**src/rtl/pipeline_pkg.sv**
```systemverilog
// Shared pipeline definitions: next-PC select codes, bubble instruction,
// fetch FSM states and the IF/ID register layout.
package pipeline_pkg;

  typedef enum logic [1:0] {
    PCSRC_PLUS4  = 2'b00,
    PCSRC_TARGET = 2'b01,
    PCSRC_ALU    = 2'b10
  } pcsrc_e;

  localparam logic [31:0] NOP_INSTR = 32'h0000_0013;

  typedef enum logic {
    FETCH = 1'b0,
    HOLD  = 1'b1
  } fetch_state_e;

  typedef struct packed {
    logic [31:0] instr;
    logic [31:0] pc;
    logic [31:0] pc_plus4;
    logic        valid;
  } ifid_t;

  // Code 11 is reserved and behaves like PC+4, so it never redirects.
  function automatic logic is_redirect(input logic [1:0] src);
    return (src == PCSRC_TARGET) || (src == PCSRC_ALU);
  endfunction

endpackage

```
**src/rtl/fetch_stage_if.sv**
```systemverilog
// Instruction-memory request/ready bus between the fetch stage and imem.
// Handshake: a word transfers in any cycle where imem_req && imem_ready; req may drop or addr change while ready is low.
interface fetch_stage_if;
  logic        imem_req;
  logic [31:0] imem_addr;
  logic [31:0] imem_rdata;
  logic        imem_ready;

  modport master (output imem_req, imem_addr, input imem_rdata, imem_ready);
  modport slave  (input imem_req, imem_addr, output imem_rdata, imem_ready);
endinterface

```
**src/rtl/flopenr_clr.sv**
```systemverilog
// Enabled register with synchronous clear; clear wins over enable and
// loads the same value as asynchronous reset.
module flopenr_clr #(
  parameter int           W       = 8,
  parameter logic [W-1:0] CLR_VAL = '0
) (
  input  logic         clk,
  input  logic         n_rst,
  input  logic         en,
  input  logic         clr,
  input  logic [W-1:0] d,
  output logic [W-1:0] q
);

  always_ff @(posedge clk or negedge n_rst) begin
    if (!n_rst)   q <= CLR_VAL;
    else if (clr) q <= CLR_VAL;
    else if (en)  q <= d;
  end

endmodule

```
**src/rtl/pc_next_mux.sv**
```systemverilog
// Combinational next-PC select: branch target, JALR target (bit 0 cleared),
// or PC+4 / hold for the sequential and reserved codes.
module pc_next_mux
  import pipeline_pkg::*;
(
  input  logic [31:0] pc,
  input  logic [1:0]  pc_src,
  input  logic        advance,
  input  logic [31:0] pc_target,
  input  logic [31:0] alu_result,
  output logic [31:0] pc_next
);

  always_comb begin
    pc_next = pc;
    case (pc_src)
      PCSRC_TARGET: pc_next = pc_target;
      PCSRC_ALU:    pc_next = alu_result & 32'hFFFF_FFFE;
      default:      if (advance) pc_next = pc + 32'd4;
    endcase
  end

endmodule

```
**src/rtl/fetch_stage.sv**
```systemverilog
// Instruction-fetch stage: owns PC_F, runs the imem request/ready handshake,
// parks a word fetched during StallF, and drives the IF/ID register.
module fetch_stage
  import pipeline_pkg::*;
#(
  parameter logic [31:0] RESET_PC  = 32'h0000_0000,
  parameter logic [31:0] NOP_INSTR = pipeline_pkg::NOP_INSTR
) (
  input  logic                 clk,
  input  logic                 n_rst,
  input  logic                 StallF,
  input  logic                 StallD,
  input  logic                 FlushD,
  input  logic [1:0]           PCSrc,
  input  logic [31:0]          PCTarget_E,
  input  logic [31:0]          ALUResult_E,
  fetch_stage_if.master        imem,
  output logic                 fetch_busy,
  output logic [31:0]          instr_D,
  output logic [31:0]          PC_D,
  output logic [31:0]          PCPlus4_D,
  output logic                 valid_D,
  output fetch_state_e         fetch_state
);

  localparam ifid_t BUBBLE = '{instr: NOP_INSTR, pc: 32'd0, pc_plus4: 32'd0, valid: 1'b0};

  fetch_state_e state_q, state_d;
  logic [31:0]  pc_q, pc_next, hold_q, deliver_instr;
  logic         redirect, deliver, capture;
  ifid_t        ifid_d, ifid_q;

  // A redirect squashes both a word arriving now and a parked one.
  assign redirect      = is_redirect(PCSrc);
  assign deliver       = !redirect && !StallF &&
                         ((state_q == FETCH && imem.imem_ready) || state_q == HOLD);
  assign capture       = (state_q == FETCH) && imem.imem_ready && StallF && !redirect;
  assign deliver_instr = (state_q == HOLD) ? hold_q : imem.imem_rdata;

  always_ff @(posedge clk or negedge n_rst) begin
    if (!n_rst) state_q <= FETCH;
    else        state_q <= state_d;
  end

  always_comb begin
    state_d = state_q;
    if (redirect) begin
      state_d = FETCH;
    end else begin
      case (state_q)
        FETCH:   if (imem.imem_ready && StallF) state_d = HOLD;
        HOLD:    if (!StallF) state_d = FETCH;
        default: state_d = FETCH;
      endcase
    end
  end

  always_comb begin
    imem.imem_req = (state_q == FETCH);
    fetch_busy    = (state_q == FETCH) && !imem.imem_ready;
  end

  assign imem.imem_addr = pc_q;
  assign fetch_state    = state_q;

  pc_next_mux u_pc_next_mux (
    .pc         (pc_q),
    .pc_src     (PCSrc),
    .advance    (deliver),
    .pc_target  (PCTarget_E),
    .alu_result (ALUResult_E),
    .pc_next    (pc_next)
  );

  always_ff @(posedge clk or negedge n_rst) begin
    if (!n_rst) begin
      pc_q   <= RESET_PC;
      hold_q <= 32'd0;
    end else begin
      pc_q <= pc_next;
      if (capture) hold_q <= imem.imem_rdata;
    end
  end

  always_comb begin
    ifid_d          = BUBBLE;
    ifid_d.instr    = deliver_instr;
    ifid_d.pc       = pc_q;
    ifid_d.pc_plus4 = pc_q + 32'd4;
    ifid_d.valid    = 1'b1;
  end

  // Clear covers both FlushD and a cycle with nothing to deliver.
  flopenr_clr #(
    .W       ($bits(ifid_t)),
    .CLR_VAL (BUBBLE)
  ) u_ifid (
    .clk   (clk),
    .n_rst (n_rst),
    .en    (!StallD),
    .clr   (FlushD || (!StallD && !deliver)),
    .d     (ifid_d),
    .q     (ifid_q)
  );

  assign instr_D   = ifid_q.instr;
  assign PC_D      = ifid_q.pc;
  assign PCPlus4_D = ifid_q.pc_plus4;
  assign valid_D   = ifid_q.valid;

endmodule

```
**src/flat_wrapper.sv**
```systemverilog
// flat-port wrapper written by rule: the top's interface ports become plain ports
module fetch_stage_flat import pipeline_pkg::*;
#(
  parameter logic [31:0] RESET_PC  = 32'h0000_0000,
  parameter logic [31:0] NOP_INSTR = pipeline_pkg::NOP_INSTR
)
  (clk, n_rst, StallF, StallD, FlushD, PCSrc, PCTarget_E, ALUResult_E, fetch_busy, instr_D, PC_D, PCPlus4_D, valid_D, fetch_state, imem_imem_req, imem_imem_addr, imem_imem_rdata, imem_imem_ready);
  fetch_stage_if imem_i ();
  input  logic clk;
  input  logic n_rst;
  input  logic StallF;
  input  logic StallD;
  input  logic FlushD;
  input  logic [1:0] PCSrc;
  input  logic [31:0] PCTarget_E;
  input  logic [31:0] ALUResult_E;
  output logic fetch_busy;
  output logic [31:0] instr_D;
  output logic [31:0] PC_D;
  output logic [31:0] PCPlus4_D;
  output logic valid_D;
  output fetch_state_e fetch_state;
  output wire logic [$bits(imem_i.imem_req)-1:0] imem_imem_req;
  output wire logic [$bits(imem_i.imem_addr)-1:0] imem_imem_addr;
  input wire logic [$bits(imem_i.imem_rdata)-1:0] imem_imem_rdata;
  input wire logic [$bits(imem_i.imem_ready)-1:0] imem_imem_ready;
  assign imem_imem_req = imem_i.imem_req;
  assign imem_imem_addr = imem_i.imem_addr;
  assign imem_i.imem_rdata = imem_imem_rdata;
  assign imem_i.imem_ready = imem_imem_ready;
  fetch_stage #(.RESET_PC(RESET_PC), .NOP_INSTR(NOP_INSTR)) u_core (.clk(clk), .n_rst(n_rst), .StallF(StallF), .StallD(StallD), .FlushD(FlushD), .PCSrc(PCSrc), .PCTarget_E(PCTarget_E), .ALUResult_E(ALUResult_E), .imem(imem_i), .fetch_busy(fetch_busy), .instr_D(instr_D), .PC_D(PC_D), .PCPlus4_D(PCPlus4_D), .valid_D(valid_D), .fetch_state(fetch_state));
endmodule
```
**config.mk**
```make
export PLATFORM = sky130hd
export DESIGN_NAME = fetch_stage_flat
export DESIGN_NICKNAME = d
export VERILOG_FILES = /design/src/rtl/pipeline_pkg.sv /design/src/rtl/fetch_stage_if.sv /design/src/rtl/flopenr_clr.sv /design/src/rtl/pc_next_mux.sv /design/src/rtl/fetch_stage.sv /design/src/flat_wrapper.sv
export SDC_FILE = /design/constraint.sdc
export NUM_CORES = 1
export LEC_CHECK = 0
export BUFFER_PORTS_ARGS = -buffer_cell sky130_fd_sc_hd__buf_4
export CORE_ASPECT_RATIO = 1.4
export CORE_MARGIN = 1.5
export CORE_UTILIZATION = 47
export DETAILED_ROUTE_END_ITERATION = 12
export PLACE_DENSITY_LB_ADDON = 0.25
export SLEW_MARGIN = 20
export SYNTH_ARGS = -nofsm -noshare
export SYNTH_HDL_FRONTEND = slang
export SYNTH_HIERARCHICAL = 1
export SYNTH_SLANG_ARGS = --single-unit
export TNS_END_PERCENT = 10
```
**constraint.sdc**
```tcl
create_clock -name clk -period 2.55 [get_ports clk]
set_input_delay 0.1275 -clock clk [delete_from_list [all_inputs] [get_ports clk]]
set_output_delay 0.1275 -clock clk [all_outputs]
set_load 0.02 [all_outputs]
```
After elaboration in Yosys (flattened, before gate mapping):

Cells that the tools add are included.
W data, S select, Z words.

* register bits after elaboration: 162
* latch bits: 0
* RAM bits: 0
* bits in read-only memories: 0
* bits of input ports: 104
* output and inout bits: 132
* logic and storage cells: 35
* memories: 0

* $add $sub $neg: 1
* multipliers: 0
* div/mod/pow operators: 0
* magnitude comparators: 0
* equal/unequal tests: 3
* shifts and indexed selects: 0
* muxes and demuxes: 9
* bitwise logic cells: 1
* reduce and logical (&&, ||, !) cells: 17

Operators by type and width (count)
* $mux W97: 2
* $mux W32: 2
* $pmux W32 S2: 1
* $add A32 B3 Y32 const B: 1
* $logic_and A1 B1 Y1: 8
* $logic_not A1 Y1: 5
* $logic_or A1 B1 Y1: 3
* $mux W1: 3
* $reduce_bool A3 Y1: 1
* $eq A2 B1 Y1 const B: 1
* $eq A2 B2 Y1 const B: 1
* $ne A2 B1 Y1 const B: 1
* $pmux W1 S2: 1
* $not A1 Y1: 1

Longest topological paths before layout:

Gate-level depths: netlist (run 1).

* depth after elaboration: 9
* gate-level depth with buffers: 9
* gate-level depth less buffers: 7

By module:

Netlist (run 1), hierarchy kept.

Modules (own cells, without submodules)
* flopenr_clr: instances 1, cells an instance 313, area each 3930.0 um^2, seq. area each 2431.1 um^2
* fetch_stage: instances 1, cells an instance 257, area each 3239.4 um^2, seq. area each 1626.6 um^2
* pc_next_mux: instances 1, cells an instance 184, area each 1224.9 um^2, seq. area each 0.0 um^2

Least setup slack after synthesis (run 1):

No wires, ideal clock.

* path type: register to register
* from: register u_core.state_q, in the netlist u_core/fetch_state
* to: register u_core.pc_q[29], in the netlist u_core/imem.imem_addr[29]
* library setup time: 82 ps
* data arrival time: 2600 ps
* required time: 2468 ps
* setup slack: -132 ps
* stages on the path, launching flop included: 9
* period minus slack after synthesis: 2682 ps
* cells stage by stage: dfrtp_1 > clkbuf_1 > nor2_1 > nor3_1 > clkbuf_1 > nand4_1 > or3_1 > or4_1 > a31oi_1

* longest elaborated chain between the ends: 5

RTL lines
* start, declared: RTL line fetch_stage.sv:28 `fetch_state_e state_q, state_d;`
* start signal, assigned: RTL line fetch_stage.sv:42 `else state_q <= state_d;`
* $not A1 Y1: RTL line fetch_stage.sv:36 `((state_q == FETCH && imem.imem_ready) || state_q == HOLD);`
* $logic_and A1 B1 Y1: RTL line fetch_stage.sv:36
* $logic_or A1 B1 Y1 (*): RTL line fetch_stage.sv:36
* $logic_and A1 B1 Y1 (*): RTL line fetch_stage.sv:35 `assign deliver = !redirect && !StallF &&`
* net u_core.deliver: RTL line fetch_stage.sv:30 `logic redirect, deliver, capture;`
* $reduce_bool A3 Y1 (no line) (*)
* end signal, assigned: RTL line fetch_stage.sv:80 `pc_q <= pc_next;`
* end, declared: RTL line fetch_stage.sv:29 `logic [31:0] pc_q, pc_next, hold_q, deliver_instr;`

Mark *: on every way through the listed nets, which the timed path passes. The rest lies on a longest branch.
A chain may end at the register's enable or synchronous reset.

Worst setup path in the final report (run 1):

* from: input StallF
* to: register u_core.pc_q[29], in the netlist u_core/imem.imem_addr[29]

* longest elaborated chain between the ends: 4

RTL lines
* start, declared: RTL line flat_wrapper.sv:11 `input logic StallF;`
* $logic_not A1 Y1: RTL line fetch_stage.sv:35
* $logic_and A1 B1 Y1 (2 in a row): RTL line fetch_stage.sv:35
* net u_core.deliver: RTL line fetch_stage.sv:30
* $reduce_bool A3 Y1 (no line)

The timed path passes the listed nets, and every way through them passes these cells.

==> impl_metrics.json, run 1 <==
{
  "nNetsFinal": 1115,
  "fill_cells": 1432,
  "fin_util_pct": 65.3,
  "layout_min_cycle_time_ps": 2320,
  "gp_congestion": 0.845,
  "reg2reg_depth": 4,
  "avgSynthCellArea_sq_um": 11.1,
  "post_cts_buffers": 0,
  "powerDensity_mw_per_mm2": 672,
  "synth_seq_cells": 162,
  "async_reset_ff_share_pct": 100,
  "overflow": 0,
  "slew_violations": 0,
  "area_growth_pct": 35.3,
  "die_area_sq_mm": 0.0187,
  "routedWlPerCell_microns": 18.4,
  "initial_core_util_pct": 48.2,
  "outcome": "finished, final reports clean",
  "first_global_vias": 6909,
  "fmax_mhz": 431,
  "grt_first_pass_wirelength_mm": 36.3,
  "multi_input_area_sq_mm": 0.00381,
  "critPathKind": "input pin to register",
  "worstPathArrival_ps": 2660,
  "regArea_sq_mm": 0.00406,
  "worstPathMaxFanout": 6,
  "synth_top_area_share_pct": 47.4,
  "worstMarginPinSlew_ps": 705,
  "synth_edf_count": 0,
  "viasPerCell": 5.42,
  "drive_above_1_share_pct": 36.6,
  "drt_iter0_markers": 473,
  "total_leakage_power_nw": 5.37,
  "yosysWarnings": 6,
  "synth_top_area_cell": "dfrtp_1",
  "hold_end": "u_core/imem.imem_addr[10]",
  "ios": 236,
  "hp-start": "ALUResult_E[10]",
  "relSlewSlack_pct": 53.0,
  "wl_mm": 23.0,
  "cts_root_buffer": "clkbuf_16",
  "maxCapViolCount": 0,
  "dpl.hpwl_mm": 15.6,
  "worstSetupStartpointType": "input pin",
  "reg2reg_slack_ps": 240,
  "cts-buffers-inserted": 17,
  "die_h_microns": 161,
  "worst_ep_required_time_ps": 2890,
  "synth_area_leaders": "dfrtp_1 47%, mux2i_1 11%, mux2_2 8.3%",
  "io_buffers": 234,
  "holdWs_ps": 11.3,
  "fin_total_pwr_mw": 7.63,
  "final_common_cell": "buf_4",
  "final.setup.tns_ps": 0,
  "cts_tree": "yes",
  "ys.flop_type": "dfrtp_1",
  "drtPass1Iterations": 5,
  "rr_endpoint": "u_core/imem.imem_addr[29]",
  "min_delay_path_depth": 3,
  "ys_seq_area_share_pct": 48.3,
  "routed-via-count": 6804,
  "synth_cell_types": 47,
  "cts_sinks": 162,
  "hp-class": "input pin to register",
  "h-tree-depth": 4,
  "cp-end-kind": "register",
  "die_w_microns": 116,
  "peakVddDrop_v": 0.000461,
  "final_cell_mix": "260 x buf_4, 159 x dfrtp_1, 104 x nor2_1",
  "antenna_left": 0,
  "syn_inst": 754,
  "clk_latency_ps": 430,
  "final_hold_viol_count": 0,
  "skew_ps": 5.95,
  "drc": 0,
  "syn_nets": 862,
  "regToRegStartpoint": "u_core/imem.imem_addr[10]",
  "setup_viol": 0,
  "syn_area_sq_mm": 0.00839,
  "num_rows": 57,
  "core_sq_mm": 0.0174,
  "num_antenna_cells": 0,
  "rsz0062_at_grt": "no",
  "path_clk_slew_ps": 70,
  "grt_max_degree": 98,
  "fin_crit_sh_pct": 90.9,
  "antenna_found_initial": 0,
  "cts_buffer_depth": 2,
  "startpoint": "StallF",
  "grt_usage_pct": 25.0
}
-- how the worst max path moves through the flow --
stage / cells after the start / to / slack, ps
2_1_floorplan: 8 / u_core/imem.imem_addr[29] / 70
3_3_place_gp: 7 / u_core/imem.imem_addr[29] / 270
4_1_cts: 6 / u_core/imem.imem_addr[29] / 240
5_1_grt: 6 / u_core/imem.imem_addr[29] / 90
3_5_place_dp: 7 / u_core/imem.imem_addr[29] / 220
6_report: 7 / u_core/imem.imem_addr[29] / 230
-- flip-flops by register name (all words and copies together) (netlist names) --
name and count:
u_core/u_ifid/q 97, u_core/imem.imem_addr 32, u_core/hold_q 32, u_core/fetch_state 1
-- Yosys cell counts, types with 3 or more instances --
cell	number
mux2_2	62
a21oi_1	13
a221oi_1	28
a211o_1	3
nor2_1	104
clkbuf_1	23
nand2_1	21
and2_1	3
dfrtp_1	159
nor2b_1	3
buf_1	6
or4_1	5
inv_1	9
and3_1	5
nor3_1	7
dfstp_2	3
or3_1	7
buf_4	40
o31a_1	4
a211oi_1	4
ha_1	4
mux2i_1	95
o21ai_0	8
a31oi_1	11
xnor2_1	28
o31ai_1	5
and4_1	9
nand3_1	17
nand4_1	21
buf_2	7
buf_8	4
xor2_1	12
nor4_1	6
-- metrics by stage --
stage | area [sq um] | setup slack (ps) | instances
floorplan | 8400 | 66.4 | 754
detailed placement | 10200 | 215 | 1174
finish | 11400 | 231 | 1256
global route | 11400 | 90.1 | 1256
CTS | 11400 | 240 | 1256
global placement | 10200 | 273 | 1174
-- metal layers --
| metal | part of all wire, % | global-route usage, % | wire [microns] | up-vias |
|---|---|---|---|---|
| met2 | 51 | 43.2 | 11800 | 240 |
| met4 | 1.8 | 7.93 | 404 | 0 |
| li1 | - | - | - | 3195 |
| met5 | 0 | 0 | 0 | - |
| met1 | 41 | 31.1 | 9490 | 3341 |
| met3 | 5.9 | 5.10 | 1360 | 28 |
-- cell type report --
cell class	instances	share of cell area, %
Timing Repair Buffer	315	22.4
Clock inverter	14	1.56
Clock buffer	18	3.87
Multi-Input combinational cell	502	33.5
Sequential cell	162	35.7
Inverter	9	0.341
Tap cell	236	2.60
-- where the power goes --
part	leakage (nW)	switching, mW	total [mW]	internal [mW]
clock	0.295	1.09	2.67	1.58
combinational	2.98	0.917	1.79	0.874
sequential	2.09	0.306	3.18	2.87
-- critical path: stages --
cell and delay [ps]:
dlygate4sd3_1 560, buf_4 150, nor3_1 440, nand4_1 230, or3_1 460, or4_1 490, a31oi_1 200
-- cell families (layout without fill, tap and decap cells) --
family          Yosys count  count (layout)  synth area share (%)
buf+inv                  90             356                  6.54
other cells               1               1                0.0447
xor+xnor                 40              40                  4.17
flops                   162             162                  48.3
fa+ha+maj                 4               4                 0.596
simple gates            217             217                  13.4
compound gates           81              81                  7.04
mux                     159             159                  19.9
-- repair_timing --
item                                   in CTS  in global routing
setup endpoints to repair                   0                  0
gates resized for setup                     0                  0
endpoints found under the hold margin     107                  0
hold buffers                               50                  0
(Power assumes the default switching activity.)
==> run 2, diff against run 1 <==
--- a/config.mk
+++ b/config.mk
@@ -11,6 +11,7 @@
 export CORE_UTILIZATION = 47
 export DETAILED_ROUTE_END_ITERATION = 12
 export PLACE_DENSITY_LB_ADDON = 0.25
+export SETUP_SLACK_MARGIN = 0.5
 export SLEW_MARGIN = 20
 export SYNTH_ARGS = -nofsm -noshare
 export SYNTH_HDL_FRONTEND = slang
==> run 2 against run 1 <==
Wire length increased by 1.8%; sequential power down 1%; flip-flop and latch count is the same; non-clock buffer count increased by 19; sequential share of layout area fell by 0.54 points; clock-buffer cell count increased by 1; first-iteration DRC count increased by 17%; via count grew 2.3%; critical path depth unchanged; total power grew 4.1%; critical endpoint is now u_core/imem.imem_addr[20]; largest power group unchanged.
==> impl_metrics.json, run 2 (synthesis gave the netlist of run 1 again) <==
{
  "outcome": "finished, final reports clean",
  "initial_core_util_pct": 48.2,
  "core_sq_mm": 0.0174,
  "ios": 236,
  "first_global_vias": 6978,
  "grt_first_pass_wirelength_mm": 36.6,
  "dpl_cell_area_sq_mm": 0.0103,
  "drtPass1Iterations": 5,
  "fill_cells": 1373,
  "die_h_microns": 161,
  "fin_total_pwr_mw": 7.95,
  "dp_cells": 1175,
  "clk_latency_ps": 430,
  "critPathKind": "register to register",
  "gp_congestion": 0.856,
  "cts_buffer_depth": 2,
  "h-tree-depth": 4,
  "antenna_left": 0,
  "fin_area_sq_mm": 0.0116,
  "final_hold_viol_count": 0,
  "wl_mm": 23.5,
  "drt_iter0_markers": 552,
  "cts_tree": "yes",
  "final.setup.tns_ps": 0,
  "hp-class": "input pin to register",
  "num_rows": 57,
  "maxCapViolCount": 0,
  "total_leakage_power_nw": 5.48,
  "routed-via-count": 6958,
  "drc": 0,
  "viasPerCell": 5.45,
  "fmax_mhz": 490,
  "path_clk_slew_ps": 70,
  "setup_viol": 0,
  "cts_sinks": 162,
  "worstSetupStartpointType": "register",
  "overflow": 0,
  "final_cell_mix": "291 x buf_4, 144 x dfrtp_1, 102 x nor2_1",
  "fin_crit_sh_pct": 80.0,
  "antenna_found_initial": 0,
  "cp-end-kind": "register",
  "die_area_sq_mm": 0.0187,
  "layout.cells.non_filler": 1277,
  "top_register": "u_core/u_ifid/q",
  "routedWlPerCell_microns": 18.4,
  "num_antenna_cells": 0,
  "powerDensity_mw_per_mm2": 686,
  "grt_max_degree": 66,
  "largest_reg_flops": 97,
  "nNetsFinal": 1136,
  "rsz0062_at_grt": "yes",
  "grt_usage_pct": 25.2,
  "worstPathMaxFanout": 5,
  "peakVddDrop_v": 0.000408,
  "cts_root_buffer": "clkbuf_16",
  "area_growth_pct": 38.0,
  "final_common_cell": "buf_4",
  "die_w_microns": 116,
  "skew_ps": 8.99,
  "fin_util_pct": 66.6,
  "holdWs_ps": 22.6,
  "worstPathArrival_ps": 2340,
  "dpl.hpwl_mm": 16.0,
  "io_buffers": 234,
  "fin_ws_ps": 510,
  "slew_violations": 0,
  "drive_above_1_share_pct": 41.0,
  "layout_min_cycle_time_ps": 2040,
  "pre_cts_slack_ps": 249,
  "worstMarginPinSlew_ps": 618,
  "cts-buffers-inserted": 17,
  "worst_ep_required_time_ps": 2850,
  "relSlewSlack_pct": 58.8
}
[run 2: worst max-delay path, stage by stage (launching register included)]
cell and delay, ps:
dfrtp_2 380, nor2_4 50, nor3_4 280, nand4_1 280, buf_4 230, nor3_1 400
and4_1 250, nor3_1 40
[run 2: path summary, 6_finish.rpt]
path | start | end | slack (ps) | cells past startpoint
worst max-delay path | u_core/fetch_state | u_core/imem.imem_addr[20] | 510 | 7
worst min-delay path | ALUResult_E[14] | u_core/imem.imem_addr[14] | 20 | 3
worst max register to register | u_core/fetch_state | u_core/imem.imem_addr[20] | 510 | 7
worst min register to register | u_core/hold_q[5] | u_core/hold_q[5] | 490 | 1
max in group asynchronous | n_rst | u_core/imem.imem_addr[17] | 1500 | 3
min in group asynchronous | n_rst | u_core/hold_q[22] | 250 | 2
[run 2: timing repair]
| action | 4_1_cts | 5_1_grt |
|---|---|---|
| setup buffers | 12 | 18 |
| hold buffers | 38 | 0 |
| endpoints found under the hold margin | 93 | 0 |
| pin swaps | 5 | 3 |
| gates resized for setup | 8 | 8 |
| cloned | 1 | 1 |
| setup endpoints to repair | 28 | 24 |
[run 2: layer usage]
layer	wire length (microns)	global-route usage [%]	up-vias
met1	9320	31.3	3400
met3	1380	4.99	45
met4	474	7.04	0
met5	0	0	-
met2	12300	44.3	276
li1	-	-	3237
[run 2: cell type report]
cell class              count  area (sq um)  area share, %
clock buffers              19           443           3.82
clock inverters            13           221           1.91
inverters                   9          38.8          0.335
multi-input cells         504          3860           33.4
flip-flops and latches    162          4080           35.2
well taps                 236           295           2.55
repair buffers            334          2650           22.8
[run 2: power by group]
group / switching [mW] / leakage (nW) / internal (mW)
registers: 0.264 / 2.08 / 2.88
logic: 0.992 / 3.08 / 0.935
clock network: 1.09 / 0.321 / 1.79
